File: src/rtl/mul_div_unit.sv
// Multi-cycle mult/multu/div/divu unit writing HI/LO; fixed 33-cycle latency.
// Optional MUL_DIV_EARLY_EN: multiply exits to FIX once the multiplier runs out.
module mul_div_unit #(
    parameter int WIDTH = 32,
    parameter int ITER  = 32
) (
    input  logic             clk,
    input  logic             reset_n,
    input  logic             start,
    input  logic [1:0]       op,
    input  logic [WIDTH-1:0] first,
    input  logic [WIDTH-1:0] second,
    output logic             busy,
    output logic             done,
    output logic [WIDTH-1:0] hi,
    output logic [WIDTH-1:0] lo,
    output logic             div_zero
);

    localparam int CW = $clog2(ITER + 1);

    typedef enum logic [1:0] {IDLE, RUN, FIX} state_t;

    state_t             state_q, state_d;
    logic [1:0]         op_q;
    logic [WIDTH-1:0]   first_q;
    logic               neg_q, rsign_q, dz_q;
    logic [2*WIDTH-1:0] acc, sh;
    logic [WIDTH-1:0]   q;
    logic [CW-1:0]      cnt;

    logic               early, s1, s2;
    logic [WIDTH-1:0]   mag1, mag2;
    logic [WIDTH:0]     diff;
    logic [2*WIDTH-1:0] prod;

    // acc: product (mult) or partial remainder (div); q: multiplier or dividend/quotient
    always_comb begin
        s1   = ~op[0] & first[WIDTH-1];
        s2   = ~op[0] & second[WIDTH-1];
        mag1 = s1 ? -first : first;
        mag2 = s2 ? -second : second;
        diff = {acc[WIDTH-1:0], q[WIDTH-1]} - {1'b0, sh[WIDTH-1:0]};
        prod = neg_q ? -acc : acc;
    end

`ifdef MUL_DIV_EARLY_EN
    assign early = ~op_q[1] & (q == '0);
`else
    assign early = 1'b0;
`endif

    assign busy = (state_q != IDLE);

    always_comb begin
        state_d = state_q;
        case (state_q)
            IDLE: if (start) state_d = RUN;
            RUN: begin
                if (early || cnt == CW'(ITER - 1)) state_d = FIX;
            end
            FIX:     state_d = IDLE;
            default: state_d = IDLE;
        endcase
    end

    always_ff @(posedge clk or negedge reset_n) begin
        if (!reset_n) state_q <= IDLE;
        else          state_q <= state_d;
    end

    always_ff @(posedge clk or negedge reset_n) begin
        if (!reset_n) begin
            op_q     <= '0;
            first_q  <= '0;
            neg_q    <= 1'b0;
            rsign_q  <= 1'b0;
            dz_q     <= 1'b0;
            acc      <= '0;
            sh       <= '0;
            q        <= '0;
            cnt      <= '0;
            done     <= 1'b0;
            hi       <= '0;
            lo       <= '0;
            div_zero <= 1'b0;
        end else begin
            done <= 1'b0;
            case (state_q)
                IDLE: begin
                    if (start) begin
                        op_q     <= op;
                        first_q  <= first;
                        neg_q    <= s1 ^ s2;
                        rsign_q  <= s1;
                        dz_q     <= op[1] & (second == '0);
                        acc      <= '0;
                        cnt      <= '0;
                        div_zero <= 1'b0;
                        sh       <= {{WIDTH{1'b0}}, (op[1] ? mag2 : mag1)};
                        q        <= op[1] ? mag1 : mag2;
                    end
                end
                RUN: begin
                    if (!early) begin
                        cnt <= cnt + 1'b1;
                        if (!op_q[1]) begin
                            if (q[0]) acc <= acc + sh;
                            sh <= sh << 1;
                            q  <= q >> 1;
                        end else if (!diff[WIDTH]) begin
                            acc <= {{WIDTH{1'b0}}, diff[WIDTH-1:0]};
                            q   <= {q[WIDTH-2:0], 1'b1};
                        end else begin
                            acc <= {{WIDTH{1'b0}}, acc[WIDTH-2:0], q[WIDTH-1]};
                            q   <= {q[WIDTH-2:0], 1'b0};
                        end
                    end
                end
                FIX: begin
                    done <= 1'b1;
                    if (!op_q[1]) begin
                        hi <= prod[2*WIDTH-1:WIDTH];
                        lo <= prod[WIDTH-1:0];
                    end else if (dz_q) begin
                        hi       <= first_q;
                        lo       <= '1;
                        div_zero <= 1'b1;
                    end else begin
                        lo <= neg_q ? -q : q;
                        hi <= rsign_q ? -acc[WIDTH-1:0] : acc[WIDTH-1:0];
                    end
                end
                default: ;
            endcase
        end
    end

endmodule

File: config.mk
export PLATFORM = sky130hd
export DESIGN_NAME = mul_div_unit
export DESIGN_NICKNAME = d
export VERILOG_FILES = /design/src/rtl/mul_div_unit.sv
export SDC_FILE = /design/constraint.sdc
export NUM_CORES = 1
export LEC_CHECK = 0
export BUFFER_PORTS_ARGS = -buffer_cell sky130_fd_sc_hd__buf_4
export CAP_MARGIN = 15
export CORE_UTILIZATION = 55
export DETAILED_ROUTE_END_ITERATION = 10
export PLACE_DENSITY_LB_ADDON = 0.08
export SYNTH_ARGS = -nofsm -noshare
export SYNTH_HDL_FRONTEND = slang
export SYNTH_SLANG_ARGS = --single-unit
File: constraint.sdc
create_clock -name clk -period 5.4 [get_ports clk]
set_input_delay 0.54 -clock clk [delete_from_list [all_inputs] [get_ports clk]]
set_output_delay 0.54 -clock clk [all_outputs]
set_load 0.05 [all_outputs]
Word level (Yosys, flattened, before mapping):

Cells that the tools add are included.

* add/sub/neg operators: 8
* equality and inequality tests: 9
* multiplexer cells: 33
* bitwise operators: 5
* reductions and logical operators: 11

Operators by type and width (number)
* 2-to-1 mux 32 bit: 13
* 2-to-1 mux 64 bit: 6
* one-hot mux 64 bit (2 select lines): 2
* negation 32 bit: 4
* adder 64 bit: 1
* negation 64 bit: 1
* one-hot mux 32 bit (2 select lines): 1
* subtractor 33 x 32 -> 33 bit: 1
* zero test 32 bit: 1
* one-hot mux 6 bit (2 select lines): 1
* inequality test 2 bit, second input constant: 5
* adder 6 x 1 -> 6 bit, second input constant: 1
* == test 6 x 5 -> 1 bit, second input constant: 1
* 2-to-1 mux 6 bit: 1
* AND reduction 2 bit: 3
* AND reduction 3 bit: 2
* nonzero test 2 bit: 3
* 2-to-1 mux 1 bit: 5
* 2-to-1 mux 2 bit: 2
* one-hot mux 2 bit (2 select lines): 1
* AND reduction 4 bit: 1
* AND 1 bit: 3
* inequality test 3 bit, second input constant: 1
* == test 2 x 1 -> 1 bit, second input constant: 1
* other kinds (5): 5

* register bits: 271
* bits of input ports: 69
* output and inout port bits: 67

Logic depth before layout (Yosys ltp):

* word-level depth: 6
* depth in mapped cells: 15
* depth with buffers taken out: 13

Worst setup path after synthesis:

OpenSTA, ideal clock, no wires.

* path type: flip-flop to flip-flop
* start point: register acc[16]
* end point: register acc[28]
* setup time: 0.136 ns
* arrival time: 2.985 ns
* required time: 5.264 ns
* path slack: 2.279 ns
* cell stages (with the launch flop): 15
* period minus slack after synthesis: 3.121 ns
* cell sequence: dfrtp_1 ha_1 clkbuf_1 a21o_1 a21oi_1 nor2b_1 a311o_1 a221o_1 nor3_1 xnor2_1 buf_2 buf_2 nor2_1 a221oi_1 o21ai_0

* cells in the longest elaborated chain, start to end: 4
* elaborated cells on any way between the ends: 6
* classes of those cells: 2 x add/sub; 4 x mux

RTL lines
* start, declared: RTL line 28 `logic [2*WIDTH-1:0] acc, sh;`
* start signal, assigned: RTL line 108 `if (q[0]) acc <= acc + sh;`
* start signal, assigned: RTL line 112 `acc <= {{WIDTH{1'b0}}, diff[WIDTH-1:0]};`
* start signal, assigned: RTL line 115 `acc <= {{WIDTH{1'b0}}, acc[WIDTH-2:0], q[WIDTH-1]};`
* adder 64 bit / subtractor 33 x 32 -> 33 bit (equally long branches): RTL line 108, 43
* 2-to-1 mux 64 bit / 2-to-1 mux 32 bit (equally long branches): RTL line 108, 111
* 2-to-1 mux 64 bit *: RTL line 107 `if (!op_q[1]) begin`
* one-hot mux 64 bit (2 select lines) *: RTL line 89 `case (state_q)`

Mark *: on every way between the ends. The rest lies on a longest branch, timed or not. The select of a mux whose other input is x is not followed.
A chain may end at the register's enable or synchronous reset.

Worst setup path after layout:

* start point: register acc[19]
* end point: register acc[10]

* cells in the longest elaborated chain, start to end: 4

RTL lines
* subtractor 33 x 32 -> 33 bit: RTL line 43 `diff = {acc[WIDTH-1:0], q[WIDTH-1]} - {1'b0, sh[WIDTH-1:0]};`
* 2-to-1 mux 32 bit: RTL line 111 `end else if (!diff[WIDTH]) begin`
* 2-to-1 mux 64 bit: RTL line 107
* one-hot mux 64 bit (2 select lines): RTL line 89

Every way passes these cells.

==> qor.csv <==
stage,metric,value,unit
sta,setup_viol,0,
yosys,syn_area,21800,µm²
yosys,synth_ff_type,dfrtp_1,
yosys,synth_cell_type_count,83,
sta,slew_headroom,31.7,%
cts,clk_latency,570,ps
critical_path,worst_ep_arrival_time,4530,ps
detailed_routing,post-route-drc-count,0,
detailed_routing,drt_iter0_markers,2532,
yosys,netlist_instances,2741,
floorplan,die_w,201,µm
critical_path,cp_cell_sequence,ha_1 > nand4_1 > nor4_1 > a311o_1 > a221o_1 > nor3_1 > xnor2_2 > buf_4 > mux2_2 > a22oi_1 > o21ai_0,
yosys,synth-warning-count,0,
global_routing,grtUsageTotal,40.1,%
placement,port_buffers,135,
detailed_routing,wl,81400,µm
critical_path,critPathMaxFanout,29,
floorplan,dieArea,40500,µm²
critical_path,critical_path_buf_inv_count,1,
detailed_routing,route.vias.total,21400,
global_routing,use_met1,56.9,%
cts,cts_inserted_buffers,35,
critical_path,max_stage_delay,840,ps
global_routing,grt.met3_usage,9.02,%
sta,fin_worst_skew,27.9,ps
placement,placed_cells,3219,
floorplan,core_area,38900,µm²
global_routing,grt_pass1_vias,19800,
cts,clock-sinks,270,
yosys,synth_edf_count,0,
critical_path,critical_path.slowest_cell,nor4_1,
yosys,ys_ff_latch,270,
global_routing,antenna_found_initial,8,
placement,hpwl,61800,µm
cts,cts.clk_slew.worst_paths,50,ps
sta,min_period,4140,ps
final_layout,finalNetCount,2910,
cts,clockBufferDepth,3,
floorplan,rows,72,
flow_run,maxCapViolCount,0,
sta,hold_viol,0,
yosys,syn-num-nets,2912,
detailed_routing,post_drt_wl_per_cell,24.8,µm
global_routing,use_met2,58.7,%
cts,cts_tree,done,
floorplan,num_io_pins,136,
cts,htree_levels,2,
sta,fmax,0.242,GHz
cts,post_cts_resized,0,
global_routing,grt-busiest-layer,met2,
power_and_ir_drop,ir_worst_vdd,412,µV
sta,post-route-period-util,76.7,%
detailed_routing,antenna_left,0,
global_routing,grt.overflow.total,0,
global_routing,grt_pass1_wl,123000,µm
final_layout,fin_cells,3284,
floorplan,die_y,201,µm
final_layout,drive_gt1_share,9.78,%
critical_path,start_kind,flip-flop,
detailed_routing,drtPass1Iterations,5,
yosys,syn_avg_cell_area,7.97,µm²
power_and_ir_drop,power.density,643,nW/µm²
critical_path,crit_type,flip-flop to flip-flop,
yosys,synth-seq-area-share,30.9,%
cts,cts_root_buf,clkbuf_16,
critical_path,critPathTopFamily,simple AND/OR/NAND/NOR gates,
yosys,synthArstFlopShare,100,%
sta,maxSlewViolCount,0,
critical_path,critPathRequiredTime,5790,ps
detailed_routing,vias_per_cell,6.53,
outcome,status,finished clean,
critical_path,endpoint_kind,flip-flop,
sta,rsz0062_at_grt,no,
global_routing,grt_max_degree,103,
sta,tns,0,ps
min_path,hold_path.class,input pin to flip-flop,
power_and_ir_drop,p_leak,10.6,nW
floorplan,start_util,56.1,%
sta,tightest_slew,1020,ps
placement,gp_congestion,1.06,
final_layout,area_growth,10.8,%
==> tightest hold or removal path: cells and delay by family <==
kind	cells	cell delay, ps
and+or+nand+nor	2	100
buffers and inverters	1	110
==> metal layers <==
layer	part of all wire (%)	up-vias
li1	-	9800
met2	43	1113
met4	4.2	4
met5	0.028	-
met1	42	10300
met3	11	179
==> cells by family after synthesis <==
| logic type | Yosys count | synth area share [%] |
|---|---|---|
| DFF | 270 | 30.9 |
| AOI/OAI and AO/OA | 894 | 25.8 |
| adders and majority gates | 102 | 5.91 |
| and+or+nand+nor | 853 | 18.1 |
| muxes | 84 | 3.86 |
| xor gates and xnor gates | 264 | 10.6 |
| buffers and inverters | 274 | 4.84 |
==> registers in the layout (all words and copies together), names as in the netlist <==
register and flops:
done 1, acc 64, op_q 1, rsign_q 1
cnt 6, q 32, state_q 2, lo 32
div_zero 1, sh 64, neg_q 1, first_q 32
hi 32, dz_q 1
==> area by class of cell <==
type / count / area, µm²
Sequential cell: 270 / 6760
Clock inverter: 12 / 161
Antenna cell: 4 / 10.0
Tap cell: 518 / 648
Multi-Input combinational cell: 2197 / 14100
Timing Repair Buffer: 162 / 1240
Inverter: 73 / 274
Clock buffer: 48 / 1030
Fill cell: 3482 / 14700
==> cell usage after synthesis (35+ instances only) <==
cell type    n  area (µm²)
nor2_1     152         571
inv_1       72         270
nand3_1     37         185
clkbuf_1   157         589
o21ai_0    261        1310
nor3_1      40         200
nand2_1    419        1570
mux2i_1     82         821
xor2_1      91         797
o22ai_1     35         219
dfrtp_1    270        6760
o31ai_1     35         263
ha_1       100        1250
a21o_1      62         465
a21oi_1    217        1090
a211oi_1    60         450
xnor2_1    173        1520
==> power breakdown <==
part           switching (mW)  total, mW  internal, mW  leakage (nW)
combinational            5.73       9.30          3.57          6.73
sequential               1.17       3.82          2.65          3.27
clock                   0.965       2.44          1.47         0.576
total                    7.86       15.6          7.70          10.6
==> repair_timing <==
item / CTS / global route
endpoints found under the hold margin: 9 / 0
hold buffers: 1 / 0
buffers inserted: 0 / 0
==> per-stage QoR <==
| stage | util [%] | setup slack, ps | area, µm² | total power, mW | hold WS, ps |
|---|---|---|---|---|---|
| floorplan | - | 2280 | 21800 | 10.0 | 244 |
| global placement | 59.1 | 1430 | 23000 | 12.7 | 457 |
| detailed placement | 59.1 | 1370 | 23000 | 12.8 | 463 |
| CTS | 62.2 | 1350 | 24200 | 15.3 | 197 |
| global route | 62.2 | 1200 | 24200 | 16.5 | 222 |
| finish | 62.2 | 1260 | 24200 | 15.6 | 220 |
==> path summary, 6_finish.rpt <==
| check | slack (ps) | endpoint | startpoint | cells past startpoint |
|---|---|---|---|---|
| setup / recovery | 1260 | acc[10] | acc[19] | 11 |
| hold / removal | 220 | first_q[16] | first[16] | 3 |
| setup reg to reg | 1260 | acc[10] | acc[19] | 11 |
| hold reg to reg | 470 | first_q[30] | first_q[30] | 2 |
| max in group asynchronous | 3750 | op_q[1] | reset_n | 3 |
| min in group asynchronous | 570 | lo[14] | reset_n | 2 |
==> placed cells by master (no fill, tap or decap), types with 11 or more instances in the layout <==
cell type,netlist,routed
nand2_1,419,418
dfrtp_1,270,267
o21ai_0,261,261
a21oi_1,217,217
xnor2_1,173,172
buf_4,1,159
nor2_1,152,149
ha_1,100,100
xor2_1,91,91
mux2i_1,82,82
inv_1,72,72
a21o_1,62,62
a211oi_1,60,60
nor3_1,40,40
nand3_1,37,37
clkbuf_16,0,36
o31ai_1,35,35
o22ai_1,35,34
nand2b_1,33,32
a22o_1,32,32
nand4_1,30,30
or3_1,27,27
o211ai_1,24,24
and2_1,20,20
a31oi_1,20,20
a22oi_1,20,20
o21bai_1,18,18
o21a_1,18,18
o221ai_1,17,17
nor4_1,15,15
nor2b_1,15,14
or4_1,12,12
or2_2,11,11
Power figures use the tool's default switching activity.
